$ cat src/rtl/res_ttl_pkg.sv
// Shared types and constants for the RES_TTL loop-test stimulus path.
// The checker side imports the same nominal pulse count.
package res_ttl_pkg;

  typedef enum logic [2:0] {
    IDLE,
    GAP,
    BURST_HI,
    BURST_LO,
    DONE
  } stim_state_t;

  localparam int NUM_CH_DEF          = 8;
  localparam int ETALON_ISPR_RES_TTL = 50;
  localparam int PULSE_CNT_W         = 8;

  // Width of a counter that runs 0..n-1, never narrower than one bit.
  function automatic int cnt_w(input int n);
    return (n <= 2) ? 1 : $clog2(n);
  endfunction

endpackage

$ cat src/rtl/ttl_burst_gen.sv
// Pulse-train engine for one burst: HALF_PERIOD high / HALF_PERIOD low,
// repeated target times. Exposes next-cycle level and the final-cycle flag.
module ttl_burst_gen
  import res_ttl_pkg::*;
#(
  parameter int HALF_PERIOD = 1,
  parameter int PH_W        = 1
) (
  input  logic                   clk_100Mz,
  input  logic                   rst,
  input  logic                   clr,
  input  logic                   go,
  input  logic [PULSE_CNT_W-1:0] target,
  output logic                   pulse_nxt,
  output logic                   last
);

  localparam int CW1 = PULSE_CNT_W + 1;

  logic                   active_q;
  logic                   pulse_q;
  logic [PH_W-1:0]        ph_q;
  logic [PULSE_CNT_W-1:0] pls_q;
  logic [CW1-1:0]         pls_inc;
  logic                   phase_end;
  logic                   fin;

  // Outputs depend on registers only, so the parent FSM may use them freely.
  always_comb begin
    pls_inc   = {1'b0, pls_q} + CW1'(1);
    phase_end = (ph_q == PH_W'(HALF_PERIOD - 1));
    fin       = (pls_inc >= {1'b0, target});
    last      = active_q && !pulse_q && phase_end && fin;
    pulse_nxt = active_q && (phase_end ? (!pulse_q && !fin) : pulse_q);
  end

  always_ff @(posedge clk_100Mz) begin
    if (rst || clr) begin
      active_q <= 1'b0;
      pulse_q  <= 1'b0;
      ph_q     <= '0;
      pls_q    <= '0;
    end else if (go) begin
      active_q <= 1'b1;
      pulse_q  <= 1'b1;
      ph_q     <= '0;
      pls_q    <= '0;
    end else if (active_q) begin
      if (phase_end) begin
        ph_q    <= '0;
        pulse_q <= pulse_nxt;
        if (!pulse_q) begin
          pls_q <= pls_inc[PULSE_CNT_W-1:0];
          if (fin) active_q <= 1'b0;
        end
      end else begin
        ph_q <= ph_q + PH_W'(1);
      end
    end
  end

endmodule

$ cat src/rtl/res_ttl_stim_gen.sv
// RES_TTL loop-test transmitter: per frame, each channel in turn gets a gap
// then a burst of cnt_target pulses; other lines stay low so shorts show up.
module res_ttl_stim_gen
  import res_ttl_pkg::*;
#(
  parameter int NUM_CH      = NUM_CH_DEF,
  parameter int HALF_PERIOD = 1,
  parameter int GAP_CYCLES  = 16,
  parameter int FRAMES      = 8
) (
  input  logic                      clk_100Mz,
  input  logic                      rst,
  input  logic                      start,
  input  logic [PULSE_CNT_W-1:0]    pulse_count,
  input  logic                      abort,
  output logic [NUM_CH-1:0]         res_ttl_drive,
  output logic [$clog2(NUM_CH)-1:0] ch_sel,
  output logic                      burst_active,
  output logic                      busy,
  output logic                      done
);

  localparam int CH_W = $clog2(NUM_CH);
  localparam int PH_W = cnt_w((HALF_PERIOD > GAP_CYCLES) ? HALF_PERIOD : GAP_CYCLES);
  localparam int FR_W = $clog2(FRAMES + 1);

  stim_state_t            state_q, state_n;
  logic [PH_W-1:0]        ph_q, ph_n;
  logic [CH_W-1:0]        ch_q, ch_n;
  logic [FR_W-1:0]        fr_q, fr_n;
  logic [PULSE_CNT_W-1:0] tgt_q, tgt_n;
  logic                   go, clr, end_slot;
  logic                   pulse_nxt, last;
  logic                   busy_n;

  ttl_burst_gen #(
    .HALF_PERIOD (HALF_PERIOD),
    .PH_W        (PH_W)
  ) u_burst (
    .clk_100Mz (clk_100Mz),
    .rst       (rst),
    .clr       (clr),
    .go        (go),
    .target    (tgt_q),
    .pulse_nxt (pulse_nxt),
    .last      (last)
  );

  always_comb begin
    state_n  = state_q;
    ph_n     = ph_q;
    ch_n     = ch_q;
    fr_n     = fr_q;
    tgt_n    = tgt_q;
    go       = 1'b0;
    clr      = 1'b0;
    end_slot = 1'b0;
    unique case (state_q)
      IDLE: if (start) begin
        tgt_n   = pulse_count;
        ch_n    = '0;
        fr_n    = '0;
        ph_n    = '0;
        state_n = GAP;
      end
      GAP: begin
        if (ph_q == PH_W'(GAP_CYCLES - 1)) begin
          ph_n = '0;
          if (tgt_q != '0) begin
            go      = 1'b1;
            state_n = BURST_HI;
          end else begin
            end_slot = 1'b1;
          end
        end else begin
          ph_n = ph_q + PH_W'(1);
        end
      end
      BURST_HI, BURST_LO: begin
        if (last) end_slot = 1'b1;
        else      state_n  = pulse_nxt ? BURST_HI : BURST_LO;
      end
      DONE:    state_n = IDLE;
      default: state_n = IDLE;
    endcase
    if (end_slot) begin
      if (ch_q != CH_W'(NUM_CH - 1)) begin
        ch_n    = ch_q + CH_W'(1);
        state_n = GAP;
      end else begin
        ch_n    = '0;
        fr_n    = fr_q + FR_W'(1);
        state_n = ((fr_q + FR_W'(1)) < FR_W'(FRAMES)) ? GAP : DONE;
      end
    end
    // Abort beats everything, including the last slot turning into DONE.
    if (abort && (state_q != IDLE)) begin
      state_n = IDLE;
      ch_n    = '0;
      fr_n    = '0;
      ph_n    = '0;
      go      = 1'b0;
      clr     = 1'b1;
    end
    busy_n = (state_n == GAP) || (state_n == BURST_HI) || (state_n == BURST_LO);
  end

  // Outputs are registered from the next-state decode so they line up with state.
  always_ff @(posedge clk_100Mz) begin
    if (rst) begin
      state_q       <= IDLE;
      ph_q          <= '0;
      ch_q          <= '0;
      fr_q          <= '0;
      tgt_q         <= '0;
      res_ttl_drive <= '0;
      ch_sel        <= '0;
      burst_active  <= 1'b0;
      busy          <= 1'b0;
      done          <= 1'b0;
    end else begin
      state_q       <= state_n;
      ph_q          <= ph_n;
      ch_q          <= ch_n;
      fr_q          <= fr_n;
      tgt_q         <= tgt_n;
      res_ttl_drive <= (state_n == BURST_HI) ? (NUM_CH'(1) << ch_n) : '0;
      ch_sel        <= busy_n ? ch_n : '0;
      burst_active  <= (state_n == BURST_HI) || (state_n == BURST_LO);
      busy          <= busy_n;
      done          <= (state_n == DONE);
    end
  end

endmodule

$ cat config.mk
export PLATFORM = sky130hd
export DESIGN_NAME = res_ttl_stim_gen
export DESIGN_NICKNAME = d
export VERILOG_FILES = /design/src/rtl/res_ttl_pkg.sv /design/src/rtl/ttl_burst_gen.sv /design/src/rtl/res_ttl_stim_gen.sv
export SDC_FILE = /design/constraint.sdc
export NUM_CORES = 1
export LEC_CHECK = 0
export BUFFER_PORTS_ARGS = -buffer_cell sky130_fd_sc_hd__buf_4
export CAP_MARGIN = 40
export CORE_MARGIN = 3
export CORE_UTILIZATION = 28
export DETAILED_ROUTE_END_ITERATION = 8
export GPL_TIMING_DRIVEN = 0
export PLACE_DENSITY = 0.52
export RECOVER_POWER = 50
export SYNTH_ARGS = -nofsm -noshare
export SYNTH_HDL_FRONTEND = slang
export SYNTH_SLANG_ARGS = --single-unit
$ cat constraint.sdc
create_clock -name clk_100Mz -period 3.3 [get_ports clk_100Mz]
set_input_delay 0.165 -clock clk_100Mz [delete_from_list [all_inputs] [get_ports clk_100Mz]]
set_output_delay 0.165 -clock clk_100Mz [all_outputs]
set_load 0.05 [all_outputs]
Word-level counts from Yosys, hierarchy flattened

Index checks and enable logic that the tools add are counted.

Bits in registers: 50

Shift operators: 1
Bitwise operators: 3
Equal/unequal tests: 10
Muxes and demuxes: 41
Magnitude comparators: 2
Add/sub/neg operators: 5
Reduce and logical (&&, ||, !) cells: 28

Operator list:

| cell                | count |
|---|---|
| $mux 3              | 13 |
| $mux 4              | 7 |
| $mux 1              | 18 |
| $add 4x1->4 const B | 3 |
| $eq 3x2->1 const B  | 4 |
| $reduce_or 2->1     | 5 |
| $add 8x1->9 const B | 1 |
| $ge 9x8->1          | 1 |
| $pmux 3 s3          | 1 |
| $pmux 4 s2          | 1 |
| $reduce_bool 8->1   | 1 |
| $shl 1x3->8 const A | 1 |
| $eq 3x1->1 const B  | 2 |
| $logic_and 1x1->1   | 6 |
| $reduce_and 2->1    | 3 |
| $reduce_bool 2->1   | 3 |
| $eq 4x4->1 const B  | 1 |
| $logic_not 4->1     | 1 |
| $logic_or 1x1->1    | 4 |
| $lt 4x4->1 const B  | 1 |
| $add 3x1->3 const B | 1 |
| $eq 3x3->1 const B  | 1 |
| $logic_not 3->1     | 1 |
| $ne 3x3->1 const B  | 1 |
| 6 further kinds     | 9 |

Longest topological paths before layout

Depth in word-level cells: 16
Depth in mapped cells: 13
Mapped depth without buffers: 12

Hierarchy

A second synthesis with hierarchy kept.

Cell total of the unflattened synthesis: 307
Area total of the unflattened synthesis: 2,636.3 um^2

Modules (own cells, without submodules):

| module           | area an instance (um^2) | cells each | times used | sequential area each (um^2) |
|---|---|---|---|---|
| res_ttl_stim_gen | 1,561.5                 | 182        | 1          | 720.7 |
| ttl_burst_gen    | 1,074.8                 | 125        | 1          | 280.3 |

Least setup slack after synthesis

No wires, ideal clock.

Path type: reg-to-reg
Start: register u_burst.pls_q[0]
End: register res_ttl_drive[3]
Setup slack: 377 ps
Required time: 3,208 ps
Arrival time: 2,831 ps
Setup time: 92 ps
Stages on the path, launching flop included: 12
Path through: dfxtp_1 > ha_1 > nand3_1 > xnor2_1 > ha_1 > a21oi_1 > and2b_2 > o41a_2 > or2_1 > buf_6 > mux2_4 > nor4_1

Cells in the longest elaborated chain, start to end: 14
Elaborated cells on any way between the ends: 20
Classes of those cells: 1 x add/sub; 1 x order compare; 1 x eq/ne; 1 x shift; 10 x mux; 1 x bitwise; 5 x reduce/logical

Ends and longest elaborated chain:

| element                          | RTL line                | text |
|---|---|---|
| start: declaration               | ttl_burst_gen.sv:23     | `logic [PULSE_CNT_W-1:0] pls_q;` |
| start signal: assignment         | ttl_burst_gen.sv:53     | `pls_q <= pls_inc[PULSE_CNT_W-1:0];` |
| $add 8x1->9 (*)                  | ttl_burst_gen.sv:30     | `pls_inc = {1'b0, pls_q} + CW1'(1);` |
| via u_burst.pls_inc[6]           | ttl_burst_gen.sv:24     | `logic [CW1-1:0] pls_inc;` |
| $ge 9x8->1 (*)                   | ttl_burst_gen.sv:32     | `fin = (pls_inc >= {1'b0, target});` |
| $logic_not 1->1                  | ttl_burst_gen.sv:34     | `pulse_nxt = active_q && (phase_end ? (!pulse_q && !fin) : pulse_q);` |
| $logic_and 1x1->1                | ttl_burst_gen.sv:34     |  |
| $mux 1                           | ttl_burst_gen.sv:34     |  |
| $logic_and 1x1->1                | ttl_burst_gen.sv:34     |  |
| $mux 1                           | res_ttl_stim_gen.sv:81  | `else state_n = pulse_nxt ? BURST_HI : BURST_LO;` |
| $mux 3                           | res_ttl_stim_gen.sv:80  | `if (last) end_slot = 1'b1;` |
| $pmux 3 s3                       | res_ttl_stim_gen.sv:58  | `unique case (state_q)` |
| $mux 3                           | res_ttl_stim_gen.sv:86  | `if (end_slot) begin` |
| $mux 3                           | res_ttl_stim_gen.sv:97  | `if (abort && (state_q != IDLE)) begin` |
| $eq 3x2->1                       | res_ttl_stim_gen.sv:127 | `res_ttl_drive <= (state_n == BURST_HI) ? (NUM_CH'(1) << ch_n) : '0;` |
| $not 1->1 (no source line)       | --                      |  |
| $reduce_or 2->1 (no source line) | --                      |  |
| end signal: assignment           | res_ttl_stim_gen.sv:127 |  |
| end: declaration                 | res_ttl_stim_gen.sv:16  | `output logic [NUM_CH-1:0] res_ttl_drive,` |

Mark *: on every way through the listed nets, which the timed path passes. The rest lies on a longest branch.
A chain may end at the register's enable or synchronous reset.

Worst setup path in the final report

Start: register u_burst.pls_q[2]
End: register res_ttl_drive[2]

The elaborated chain is that of the path after synthesis.

==> qor.yml <==
outcome:
  status: "finished, final reports clean"
logic_synthesis:
  number_of_flops_mapped_to_enable_cells_by_yosys: 0
  dominantRegCellSynth: "sky130_fd_sc_hd__dfxtp_1"
  synth_area_per_cell_um2: 8.60
  synthDominantAreaCellType: "sky130_fd_sc_hd__dfxtp_1"
  yosysUniqueCellTypes: 51
  synth_area_leaders: "sky130_fd_sc_hd__dfxtp_1, sky130_fd_sc_hd__ha_1, sky130_fd_sc_hd__nand2_1"
  yosys_register_bits: 50
  ys_warn_count: 0
  synth.top_cells.by_count: "sky130_fd_sc_hd__dfxtp_1, sky130_fd_sc_hd__nand2_1, sky130_fd_sc_hd__nor2_1"
  asyncSetResetFlopFracSynth: 0
  synth-seq-area-share: 0.395
  synth.net_count: 322
  synth_area_um2: 2540
  post-synth-top-area-fraction: 0.395
  yosys.cell_count.top_type: "sky130_fd_sc_hd__dfxtp_1"
  post_synth_inst_count: 295
critical_path:
  worst_path_max_fanout: 8
  worstSetupStartpointType: "flop"
  setup.worst_path.end_class: "flop"
  path_common_cell: "sky130_fd_sc_hd__buf_6"
  critical_path_required_ns: 3.51
  worstPathArrival_ns: 3.30
  worst_path_bufs_invs: 2
  cpMaxStageDelayCell: "sky130_fd_sc_hd__o41a_4"
  critical_path.cell_chain: "buf_6, and3_4, nand3_1, nor2_1, xor2_1, ha_1, and2b_2, o41a_4, or2_1, buf_6, mux2_4, nor4_1"
  critical-path-top-delay-family: "simple AND/OR/NAND/NOR gates"
  cpPeakStageDelay_ns: 0.47
  timing_worst_setup_path_type: "flop to flop"
global_route:
  grt_first_pass_wirelength_mm: 9.04
  maximum_number_of_pins_on_one_net_before_global_route_repair: 17
  overall_global_routing_resource_usage: 0.108
  grt_antenna_before_repair: 0
  gr-total-overflow: 0
  first_global_vias: 1934
clock_network:
  cts.htree.levels: 2
  post_cts_hold_fix_bufs: 0
  cts_buffer_depth: 2
  tritoncts: "yes"
  clock_latency_at_the_later_pin_of_the_worst_skew_pair_ns: 0.31
  tritoncts_num_sinks: 50
  cts.root.buffer_cell: "sky130_fd_sc_hd__clkbuf_8"
  cts_made_buffers: 5
  cts.clk_slew.worst_paths_ns: 0.10
  cts_setup_buffers: 0
power_and_ir_drop:
  comb_power_share: 0.094
  power.internal_uw: 822
  total_power_mw: 1.12
  power.sequential.fraction: 0.556
  worst_ir_drop_vdd_uv: 140
  power.density_nw_per_um2: 382
  power.net_switching_uw: 297
  power.share.switching: 0.266
  p_clk_frac: 0.350
  power.leakage_nw: 1.14
timing:
  timing.final.crit_period_ns: 3.09
  hold_slack_ns: 0.0903
  fmax_mhz: 323
  final_period_util: 0.937
  timing_worst_slew_pin_value_ns: 0.819
  report.final.hold_viol_count: 0
  worst_slew_margin_rel: 0.449
  finClkSkew_ns: 0.00726
  number_of_max_slew_violations_in_the_final_report: 0
  setup_violations: 0
  rsz0062_at_grt: "true"
drt:
  detailedRoute.firstPassIterationCount: 4
  via_count: 2102
  route.detailed.wl_per_inst_um: 12.7
  mean_number_of_vias_per_cell: 4.83
  drt_initial_violations: 107
  drt.antenna.violating_nets: 0
  routed_wirelength_mm: 5.51
  route.detailed.drc: 0
layout:
  antenna_diode_instance_count: 0
  drive_gt1_frac: 0.147
  final_cell_count_no_fill: 435
  layout-area-overhead-vs-synth_pct: 15.5
  nNetsFinal: 353
floorplanning:
  initial_utilization: 0.289
  fp.dieH_um: 101
  die_width_um: 101
  design.die.area_um2: 10200
  floorplan.core_area_um2: 8760
  row_count: 34
  num_io_pins: 26
place:
  dpl.cell_count: 427
  port-buffer-count: 24
  gpl.final_weighted_congestion: 0.802
  hpwl_mm: 4.14
job:
  timing.max_cap.violations: 0
hold_path:
  hold_path_class: "input pin to flop"
[sequential cells by signal, summed over array words and instances, names as in the netlist, 3 cells and up]
register       count
fr_q               4
u_burst.ph_q       4
ph_q               4
ch_q               3
u_burst.pls_q      8
res_ttl_drive      8
state_q            3
ch_sel             3
tgt_q              8
[tightest hold or removal path, cell delays in order]
cell                      delay [ns]
sky130_fd_sc_hd__buf_4          0.11
sky130_fd_sc_hd__nand2_1        0.04
sky130_fd_sc_hd__a21oi_1        0.05
[area by class of cell]
cell class | instances | area, µm²
Multi-Input combinational cell | 222 | 1450
Sequential cell | 50 | 1010
Clock buffer | 6 | 82.6
Timing Repair Buffer | 24 | 128
Inverter | 14 | 52.6
Buffer | 9 | 56.3
Fill cell | 950 | 5830
Clock inverter | 2 | 16.3
Tap cell | 108 | 135
[placed cells by master, fill, tap and decap left out, types with 7 or more instances in the layout]
cell,count
sky130_fd_sc_hd__a21oi_1,24
sky130_fd_sc_hd__buf_4,12
sky130_fd_sc_hd__clkbuf_1,19
sky130_fd_sc_hd__dfxtp_1,46
sky130_fd_sc_hd__ha_1,14
sky130_fd_sc_hd__inv_1,14
sky130_fd_sc_hd__nand2_1,40
sky130_fd_sc_hd__nand3_1,12
sky130_fd_sc_hd__nor2_1,33
sky130_fd_sc_hd__nor3_1,7
sky130_fd_sc_hd__nor4_1,7
sky130_fd_sc_hd__xnor2_1,7
sky130_fd_sc_hd__xor2_1,7
[metrics by stage]
stage | instance area [µm²] | setup TNS, ns | utilization | setup WS (ns)
6_report | 2930 | 0 | 0.334 | 0.207
5_1_grt | 2930 | -0.00525 | 0.334 | -0.00525
4_1_cts | 2960 | 0 | 0.337 | 0.0117
3_5_place_dp | 2850 | 0 | 0.325 | 0.0121
3_3_place_gp | 2850 | 0 | 0.325 | 0.0119
2_1_floorplan | 2540 | 0 | - | 0.377
[routing by layer]
metal / vias up / global-route usage / wire (µm)
li1: 1103 / - / -
met2: 43 / 0.168 / 2400
met1: 947 / 0.147 / 2770
met3: 9 / 0.0234 / 243
met4: 0 / 0.0368 / 94
met5: - / 0 / 0
[cells by family (layout without fill, tap and decap cells)]
logic type      after synthesis  after routing  synth area share
compound gates               52             52             0.142
simple gates                136            136             0.276
flops                        50             50             0.395
buf+inv                      23             55            0.0429
fa+ha+maj                    15             15            0.0740
xor+xnor                     14             14            0.0483
mux                           5              5            0.0222
[repair_timing]
item,CTS,global route
resized for setup,1,11
pin swaps,0,2
endpoints found under the setup margin,3,11
[final timing paths]
check	slack, ns	from	endpoint	depth (start not counted)
worst min register to register	0.49	tgt_q[2]	tgt_q[2]	2
worst max-delay path	0.21	u_burst.pls_q[2]	res_ttl_drive[2]	12
worst max register to register	0.21	u_burst.pls_q[2]	res_ttl_drive[2]	12
worst min-delay path	0.09	pulse_count[1]	tgt_q[1]	3
[power groups by stage]
stage	Combinational [mW]	Sequential, mW	Clock [mW]
finish	0.105	0.622	0.391
floorplan	0.0686	0.640	0
global route	0.119	0.625	0.426
global placement	0.106	0.637	0
detailed placement	0.106	0.638	0
CTS	0.108	0.624	0.414
Power figures use the tool's default switching activity.
